`src/rtl/i2s_sample_feeder_if.sv`:
```
`default_nettype none
// ============================================================================
// Module   : i2s_sample_feeder_if
// Purpose  : Bundles the sample-feeder signals: upstream handshake, frame clock
//            and underrun controls, and the registered transmitter and status
//            outputs.
// Signals  : i_* are driven toward the feeder, o_* are driven by the feeder.
//   i_in_valid        upstream pair valid
//   o_in_ready        feeder can accept a pair
//   i_in_left/right   16-bit two's complement samples
//   i_frame_clk       frame clock from the transmitter (high = left half)
//   i_clear_underrun  single-cycle clear of the sticky underrun flag
//   o_send_queue_*    registered samples to the transmitter
//   o_level           pairs stored, 0..DEPTH
//   o_underrun_pulse  one-cycle underrun indication
//   o_underrun_sticky held underrun indication
// Modports : slave  = feeder side, master = producer/transmitter side
// Revision : 1.0 - initial release
// ============================================================================
interface i2s_sample_feeder_if #(
   parameter int ADDR_W = 3
);
   logic              i_in_valid;
   logic              o_in_ready;
   logic [15:0]       i_in_left;
   logic [15:0]       i_in_right;
   logic              i_frame_clk;
   logic              i_clear_underrun;
   logic [15:0]       o_send_queue_left;
   logic [15:0]       o_send_queue_right;
   logic [ADDR_W:0]   o_level;
   logic              o_underrun_pulse;
   logic              o_underrun_sticky;

   modport slave (
      input  i_in_valid,
      output o_in_ready,
      input  i_in_left,
      input  i_in_right,
      input  i_frame_clk,
      input  i_clear_underrun,
      output o_send_queue_left,
      output o_send_queue_right,
      output o_level,
      output o_underrun_pulse,
      output o_underrun_sticky
   );

   modport master (
      output i_in_valid,
      input  o_in_ready,
      output i_in_left,
      output i_in_right,
      output i_frame_clk,
      output i_clear_underrun,
      input  o_send_queue_left,
      input  o_send_queue_right,
      input  o_level,
      input  o_underrun_pulse,
      input  o_underrun_sticky
   );
endinterface
`default_nettype wire

```
`src/rtl/i2s_sample_feeder.sv`:
```
`default_nettype none
// ============================================================================
// Module   : i2s_sample_feeder
// Purpose  : Stereo sample FIFO between the mixer and the I2S transmitter.
//            Pairs are pushed over valid/ready; on each rising edge of the
//            frame clock the oldest pair is loaded into the registered
//            transmitter outputs. An empty FIFO at a frame start outputs
//            silence and raises the underrun flags.
// Ports    : clk    - system clock, rising edge
//            reset  - asynchronous, active-high, clears all state
//            bus    - i2s_sample_feeder_if.slave (handshake, frame, status)
// Params   : DEPTH  - FIFO depth in pairs, power of two, 2..256
//            ADDR_W - log2(DEPTH)
// Revision : 1.0 - initial release
// ============================================================================
module i2s_sample_feeder #(
   parameter int DEPTH  = 8,
   parameter int ADDR_W = 3
) (
   input  wire logic             clk,
   input  wire logic             reset,
   i2s_sample_feeder_if.slave    bus
);

   localparam logic [ADDR_W:0] c_DEPTH = (ADDR_W+1)'(DEPTH);

   // storage and bookkeeping
   logic [31:0]       r_mem [DEPTH];
   logic [ADDR_W-1:0] r_wptr;
   logic [ADDR_W-1:0] r_rptr;
   logic [ADDR_W:0]   r_level;
   logic              r_frame_d;
   logic [15:0]       r_left;
   logic [15:0]       r_right;
   logic              r_upulse;
   logic              r_sticky;

   logic              w_full;
   logic              w_empty;
   logic              w_push;
   logic              w_load;
   logic              w_pop;
   logic              w_underrun;
   logic [31:0]       w_rd_pair;

   // in_ready depends on level alone, so a pop in the same cycle never
   // lets a push into a full FIFO.
   assign w_full     = (r_level == c_DEPTH);
   assign w_empty    = (r_level == '0);
   assign w_push     = bus.i_in_valid && !w_full;
   assign w_load     = bus.i_frame_clk && !r_frame_d;
   // Emptiness is judged on the registered level: a pair pushed on the
   // same edge is not bypassed to the outputs.
   assign w_pop      = w_load && !w_empty;
   assign w_underrun = w_load && w_empty;
   assign w_rd_pair  = r_mem[r_rptr];

   // Sample array carries no reset; entries are only observable through
   // level, which reset clears.
   always_ff @(posedge clk) begin
      if (w_push) begin
         r_mem[r_wptr] <= {bus.i_in_left, bus.i_in_right};
      end
   end

   always_ff @(posedge clk or posedge reset) begin
      if (reset) begin
         r_wptr    <= '0;
         r_rptr    <= '0;
         r_level   <= '0;
         r_frame_d <= 1'b0;
      end else begin
         r_frame_d <= bus.i_frame_clk;
         if (w_push) begin
            r_wptr <= r_wptr + ADDR_W'(1);
         end
         if (w_pop) begin
            r_rptr <= r_rptr + ADDR_W'(1);
         end
         // push and pop together leave the level unchanged
         case ({w_push, w_pop})
            2'b10:   r_level <= r_level + (ADDR_W+1)'(1);
            2'b01:   r_level <= r_level - (ADDR_W+1)'(1);
            default: r_level <= r_level;
         endcase
      end
   end

   // Transmitter outputs change only at a frame start and hold otherwise.
   always_ff @(posedge clk or posedge reset) begin
      if (reset) begin
         r_left  <= '0;
         r_right <= '0;
      end else if (w_pop) begin
         r_left  <= w_rd_pair[31:16];
         r_right <= w_rd_pair[15:0];
      end else if (w_underrun) begin
         r_left  <= '0;
         r_right <= '0;
      end
   end

   // Underrun flags; a new underrun outranks a simultaneous clear.
   always_ff @(posedge clk or posedge reset) begin
      if (reset) begin
         r_upulse <= 1'b0;
         r_sticky <= 1'b0;
      end else begin
         r_upulse <= w_underrun;
         if (w_underrun) begin
            r_sticky <= 1'b1;
         end else if (bus.i_clear_underrun) begin
            r_sticky <= 1'b0;
         end
      end
   end

   assign bus.o_in_ready         = !w_full;
   assign bus.o_send_queue_left  = r_left;
   assign bus.o_send_queue_right = r_right;
   assign bus.o_level            = r_level;
   assign bus.o_underrun_pulse   = r_upulse;
   assign bus.o_underrun_sticky  = r_sticky;

endmodule
`default_nettype wire

```
`src/flat_wrapper.sv`:
```
// flat-port wrapper written by rule: the top's interface ports become plain ports
module i2s_sample_feeder_flat 
#(
   parameter int DEPTH  = 8,
   parameter int ADDR_W = 3
)
  (clk, reset, bus_i_in_valid, bus_o_in_ready, bus_i_in_left, bus_i_in_right, bus_i_frame_clk, bus_i_clear_underrun, bus_o_send_queue_left, bus_o_send_queue_right, bus_o_level, bus_o_underrun_pulse, bus_o_underrun_sticky);
  i2s_sample_feeder_if #(.ADDR_W(ADDR_W)) bus_i ();
  input  wire logic clk;
  input  wire logic reset;
  input wire logic [$bits(bus_i.i_in_valid)-1:0] bus_i_in_valid;
  output wire logic [$bits(bus_i.o_in_ready)-1:0] bus_o_in_ready;
  input wire logic [$bits(bus_i.i_in_left)-1:0] bus_i_in_left;
  input wire logic [$bits(bus_i.i_in_right)-1:0] bus_i_in_right;
  input wire logic [$bits(bus_i.i_frame_clk)-1:0] bus_i_frame_clk;
  input wire logic [$bits(bus_i.i_clear_underrun)-1:0] bus_i_clear_underrun;
  output wire logic [$bits(bus_i.o_send_queue_left)-1:0] bus_o_send_queue_left;
  output wire logic [$bits(bus_i.o_send_queue_right)-1:0] bus_o_send_queue_right;
  output wire logic [$bits(bus_i.o_level)-1:0] bus_o_level;
  output wire logic [$bits(bus_i.o_underrun_pulse)-1:0] bus_o_underrun_pulse;
  output wire logic [$bits(bus_i.o_underrun_sticky)-1:0] bus_o_underrun_sticky;
  assign bus_i.i_in_valid = bus_i_in_valid;
  assign bus_o_in_ready = bus_i.o_in_ready;
  assign bus_i.i_in_left = bus_i_in_left;
  assign bus_i.i_in_right = bus_i_in_right;
  assign bus_i.i_frame_clk = bus_i_frame_clk;
  assign bus_i.i_clear_underrun = bus_i_clear_underrun;
  assign bus_o_send_queue_left = bus_i.o_send_queue_left;
  assign bus_o_send_queue_right = bus_i.o_send_queue_right;
  assign bus_o_level = bus_i.o_level;
  assign bus_o_underrun_pulse = bus_i.o_underrun_pulse;
  assign bus_o_underrun_sticky = bus_i.o_underrun_sticky;
  i2s_sample_feeder #(.DEPTH(DEPTH), .ADDR_W(ADDR_W)) u_core (.clk(clk), .reset(reset), .bus(bus_i));
endmodule
```
`config.mk`:
```
export PLATFORM = sky130hd
export DESIGN_NAME = i2s_sample_feeder_flat
export DESIGN_NICKNAME = d
export VERILOG_FILES = /design/src/rtl/i2s_sample_feeder_if.sv /design/src/rtl/i2s_sample_feeder.sv /design/src/flat_wrapper.sv
export SDC_FILE = /design/constraint.sdc
export NUM_CORES = 1
export LEC_CHECK = 0
export CAP_MARGIN = 20
export CORE_UTILIZATION = 28
export CTS_CLUSTER_SIZE = 12
export DETAILED_ROUTE_END_ITERATION = 7
export HOLD_SLACK_MARGIN = 0.1
export SYNTH_ARGS = -nofsm -noshare
export SYNTH_HDL_FRONTEND = slang
export SYNTH_SLANG_ARGS = --single-unit
```
`constraint.sdc`:
```
create_clock -name clk -period 5.4 [get_ports clk]
set_input_delay 1.62 -clock clk [delete_from_list [all_inputs] [get_ports clk]]
set_output_delay 1.62 -clock clk [all_outputs]
set_load 0.03 [all_outputs]
```
Word-level counts from Yosys, hierarchy flattened --
Memories as Yosys holds them, arrays and structs flattened. Index checks and enable logic that the tools add are counted.
Operators by class: equality and inequality tests 3, muxes and demuxes 8, $add $sub $neg 4, reduce and logical (&&, ||, !) cells 11
Operators by type and width (number):
- 16-bit two-way mux | 3
- 4-bit one-hot mux with 2 select lines | 1
- 3-bit by 1-bit adder with 3-bit output (second input constant) | 2
- 2-bit nonzero test | 3
- 4-bit by 1-bit adder with 4-bit output (second input constant) | 1
- 4-bit == test (second input constant) | 1
- 1-bit logical AND | 4
- 4-bit zero test | 1
- 1-bit two-way mux | 4
- 4-bit by 1-bit subtractor with 4-bit output (second input constant) | 1
- 1-bit zero test | 3
- 2-bit by 1-bit == test with 1-bit output (second input constant) | 1
- 2-bit == test (second input constant) | 1
Storage, ports and cells: output and inout bits 39, RAM bits 256, memories kept 1, word-level logic and storage cells 35, input bits 37, register bits 45
Memory list:
- u_core.r_mem | words 8, bits a word 32, read ports 1, clocked after memory_dff 0, write ports 1, RTL line i2s_sample_feeder.sv:28 | logic [31:0] r_mem [DEPTH];

Longest topological paths before layout --
depth in word-level cells 5, depth in mapped cells 12, gate-level depth less buffers 10

Worst setup path after synthesis --
Ideal clock, no wire load.
path type input -> register, from in bus_i_in_valid, to mem u_core.r_mem[0][0] (enable), data required time 4.939 ns, setup slack 0.683 ns, library setup time 0.461 ns, buffers on the path 0, stages 3, arrival time 4.256 ns, path through nand2_1 or2_2 nor3_1
Between the ends: word-level cells in the longest chain between the ends 3
RTL lines:
- start: declaration | RTL line flat_wrapper.sv:11 | input wire logic [$bits(bus_i.i_in_valid)-1:0] bus_i_in_valid;
- 1-bit logical AND | RTL line i2s_sample_feeder.sv:50 | assign w_push = bus.i_in_valid && !w_full;
- 1-bit two-way mux | RTL line i2s_sample_feeder.sv:61 | if (w_push) begin
- 1-bit two-way mux (not written as such) | RTL line i2s_sample_feeder.sv:62 | r_mem[r_wptr] <= {bus.i_in_left, bus.i_in_right};
- end: declaration | RTL line i2s_sample_feeder.sv:28
No other way between the ends.

Worst setup path after layout --
from reg u_core.r_level[0] (netlist: u_core.bus.o_level[0]), to out bus_o_in_ready
Between the ends: word-level cells in the longest chain between the ends 2
RTL lines:
- start: declaration | RTL line i2s_sample_feeder.sv:31 | logic [ADDR_W:0] r_level;
- start signal: assignment | RTL line i2s_sample_feeder.sv:82 | 2'b10: r_level <= r_level + (ADDR_W+1)'(1);
- start signal: assignment | RTL line i2s_sample_feeder.sv:83 | 2'b01: r_level <= r_level - (ADDR_W+1)'(1);
- start signal: assignment | RTL line i2s_sample_feeder.sv:84 | default: r_level <= r_level;
- 4-bit == test | RTL line i2s_sample_feeder.sv:48 | assign w_full = (r_level == c_DEPTH);
- 1-bit zero test | RTL line i2s_sample_feeder.sv:118 | assign bus.o_in_ready = !w_full;
- end: declaration | RTL line flat_wrapper.sv:12 | output wire logic [$bits(bus_i.o_in_ready)-1:0] bus_o_in_ready;
No other way between the ends.

==> metrics <==
via count 5791; Post-CTS Setup Inserts 0; Final Power 7.41 mW; outcome complete, no violations; # port buffers 75; Chip Width 206 um; core box area 40800 um2; vias in the first global route 6001; Mapped Cells 615; placed wire-length estimate 14.6 mm; CTS tree built; dpl ws 1.38 ns; Setup TNS Final 0 ns; setup slack after layout 1.55 ns; CP Class flop to output port; Critical-path top delay cell clkdlybuf4s50_1; CTS root buf clkbuf_16; Worst Clk Skew 0.0164 ns; Rows 74; Synth Register Bits 301; final hold vios 0; Wirelength per Cell 19.5 um; Yosys cell types 33; EDFF count, synth 256; first-pass GRT wire length 37.5 mm; clk slew on worst S/H paths 0.06 ns; layout cells sized above 1 23.4%; nets 749; pin count of the biggest net entering global routing 57; final wirelength 24.6 mm; RR Startpoint u_core.r_rptr[0]; drt pass-1 iters 4; worst min-delay path startpoint u_core.bus.o_send_queue_left[9]; Skew-Pair Late Insertion Delay 0.55 ns; Clock H-tree levels 1; Ys Warns 0; CP Capture Type output port; Max VDD drop 296 uV; crit path DAT 2.23 ns; sequential element share of the synthesized area 75.9%; drt initial violations 384; Worst Reg-to-Reg Cells 4; Layout Area Growth over Synthesis 19.9%; cell taking the most area after synthesis edfxtp_1; post-synth top area share 66.2%; asr flop ratio synth 15.0%; Max-slew headroom 28.7%; synth top area cells edfxtp_1 (66%), dfrtp_1 (9.7%), mux2_2 (6.4%), mux4_2 (6.2%), o31ai_1 (2.1%); post-synthesis cell area 11600 um2; Die Area 42300 um2; crit share post-route 71.2%; total grt overflow 0; CTS sink cnt 301; antenna-violating nets left 0; CP max FO 7; P_leak 4.57 nW; most instantiated cells after synthesis edfxtp_1 (256), mux2_2 (66), dfrtp_1 (45); Syn Area/Cell 18.9 um2; die height 206 um; Slew @ Worst Pin 1.07 ns; Mapped Nets 657; Setup-failing EPs final 0; Post-CTS Hold Buffers 0; clk buf depth 3; worst setup path start u_core.bus.o_level[0]; DRC viols 0; vias per cell 4.58; critical path, cell by cell or4b_4 > clkdlybuf4s50_1; PwrDens 533 nW/um2; CP Launch Type flop; count of max-cap constraint violations 0; overall routing resource usage 11.8%; Worst Hold Class flop to flop; initial antenna violation count 2; Most used DFF post-synth edfxtp_1; Hold Path Cell Cnt 2; max-slew violation count 0; Fmax 0.260 GHz; Data required, critical path 3.78 ns; CP max stage delay 0.62 ns; post-cts resize count 0; minimum clock period after layout 3.85 ns; GPL Wtd Cong 0.694; CTS buffer count 31; initial core utilization 28.4%; I/O pins 76; RSZ-0062 raised after global routing no; most instantiated library cell after synthesis edfxtp_1
[where the power goes]
group,leakage (nW),internal [mW],switching (mW),total [mW]
clock network,0.448,1.11,0.835,1.94
logic,1.25,0.987,1.21,2.19
registers,2.87,2.98,0.298,3.28
total,4.57,5.07,2.34,7.41
[logic make-up (layout without fill, tap and decap cells)]
group / count (synthesis) / after routing / share of synthesized area (%)
adders and majority gates: 5 / 5 / 0.539
AOI/OAI and AO/OA: 69 / 69 / 4.06
buffers and inverters: 35 / 152 / 2.13
other: 0 / 1 / 0
muxes: 98 / 98 / 12.6
and+or+nand+nor: 99 / 99 / 4.14
xor gates and xnor gates: 8 / 8 / 0.604
DFF: 301 / 301 / 75.9
[routing by layer]
metal	track usage (%)	vias up	routed length [um]
met3	2.23	30	1110
li1	-	2610	-
met1	16.3	3020	11400
met4	2.78	2	417
met5	0	-	14
met2	19.2	129	11700
[registers in the layout (all words and copies together) (netlist names)]
register	cells
u_core.bus.o_underrun_pulse	1
u_core.r_wptr	3
u_core.bus.o_send_queue_left	16
u_core.r_rptr	3
u_core.r_mem	256
u_core.r_frame_d	1
u_core.bus.o_send_queue_right	16
u_core.bus.o_underrun_sticky	1
u_core.bus.o_level	4
[path summary, 6_finish.rpt]
path,slack (ns),to
worst min register to register,0.48,u_core.bus.o_send_queue_left[9]
worst max-delay path,1.55,bus_o_in_ready
min in group asynchronous,1.48,u_core.bus.o_send_queue_right[4]
max in group asynchronous,3.13,u_core.r_rptr[1]
worst max register to register,2.77,u_core.bus.o_send_queue_right[0]
worst min-delay path,0.48,u_core.bus.o_send_queue_left[9]
[per-stage QoR]
step | hold slack, ns | utilization (%) | instance area [um2] | instances
after global routing | 0.512 | 34.1 | 13900 | 1265
after CTS | 0.487 | 34.1 | 13900 | 1264
after global placement | 0.469 | 31.8 | 13000 | 1205
after detailed placement | 0.474 | 31.8 | 13000 | 1206
final | 0.479 | 34.1 | 13900 | 1265
after floorplan | 0.490 | - | 11600 | 615
[layout by cell type (no fill, tap or decap), types with 6 or more instances in the layout]
cell	synthesis	final
edfxtp_1	256	256
clkdlybuf4s50_1	0	75
mux2_2	66	66
dfrtp_1	45	43
nand2_1	41	41
o22ai_1	34	34
mux4_2	32	32
o31ai_1	32	32
clkbuf_16	0	31
nor2b_1	22	22
clkbuf_1	11	16
buf_4	2	15
nor2_1	19	13
nor2_4	0	6
[critical path, delay by kind of cell (launching register included)]
family	cells	cell delay [ns]
flops	1	0.46
simple gates	1	0.60
buf+inv	1	0.62
[final cells by class]
type                    count  area [um2]
fillers                  3798       26900
diodes                      1        2.50
clock buffers              50         877
well taps                 532         666
multi-input cells         279        2610
repair buffers             91         891
clock inverters             8        43.8
flip-flops and latches    301        8820
inverters                   3        11.3
Note: power is estimated with default switching activity, not from simulation.
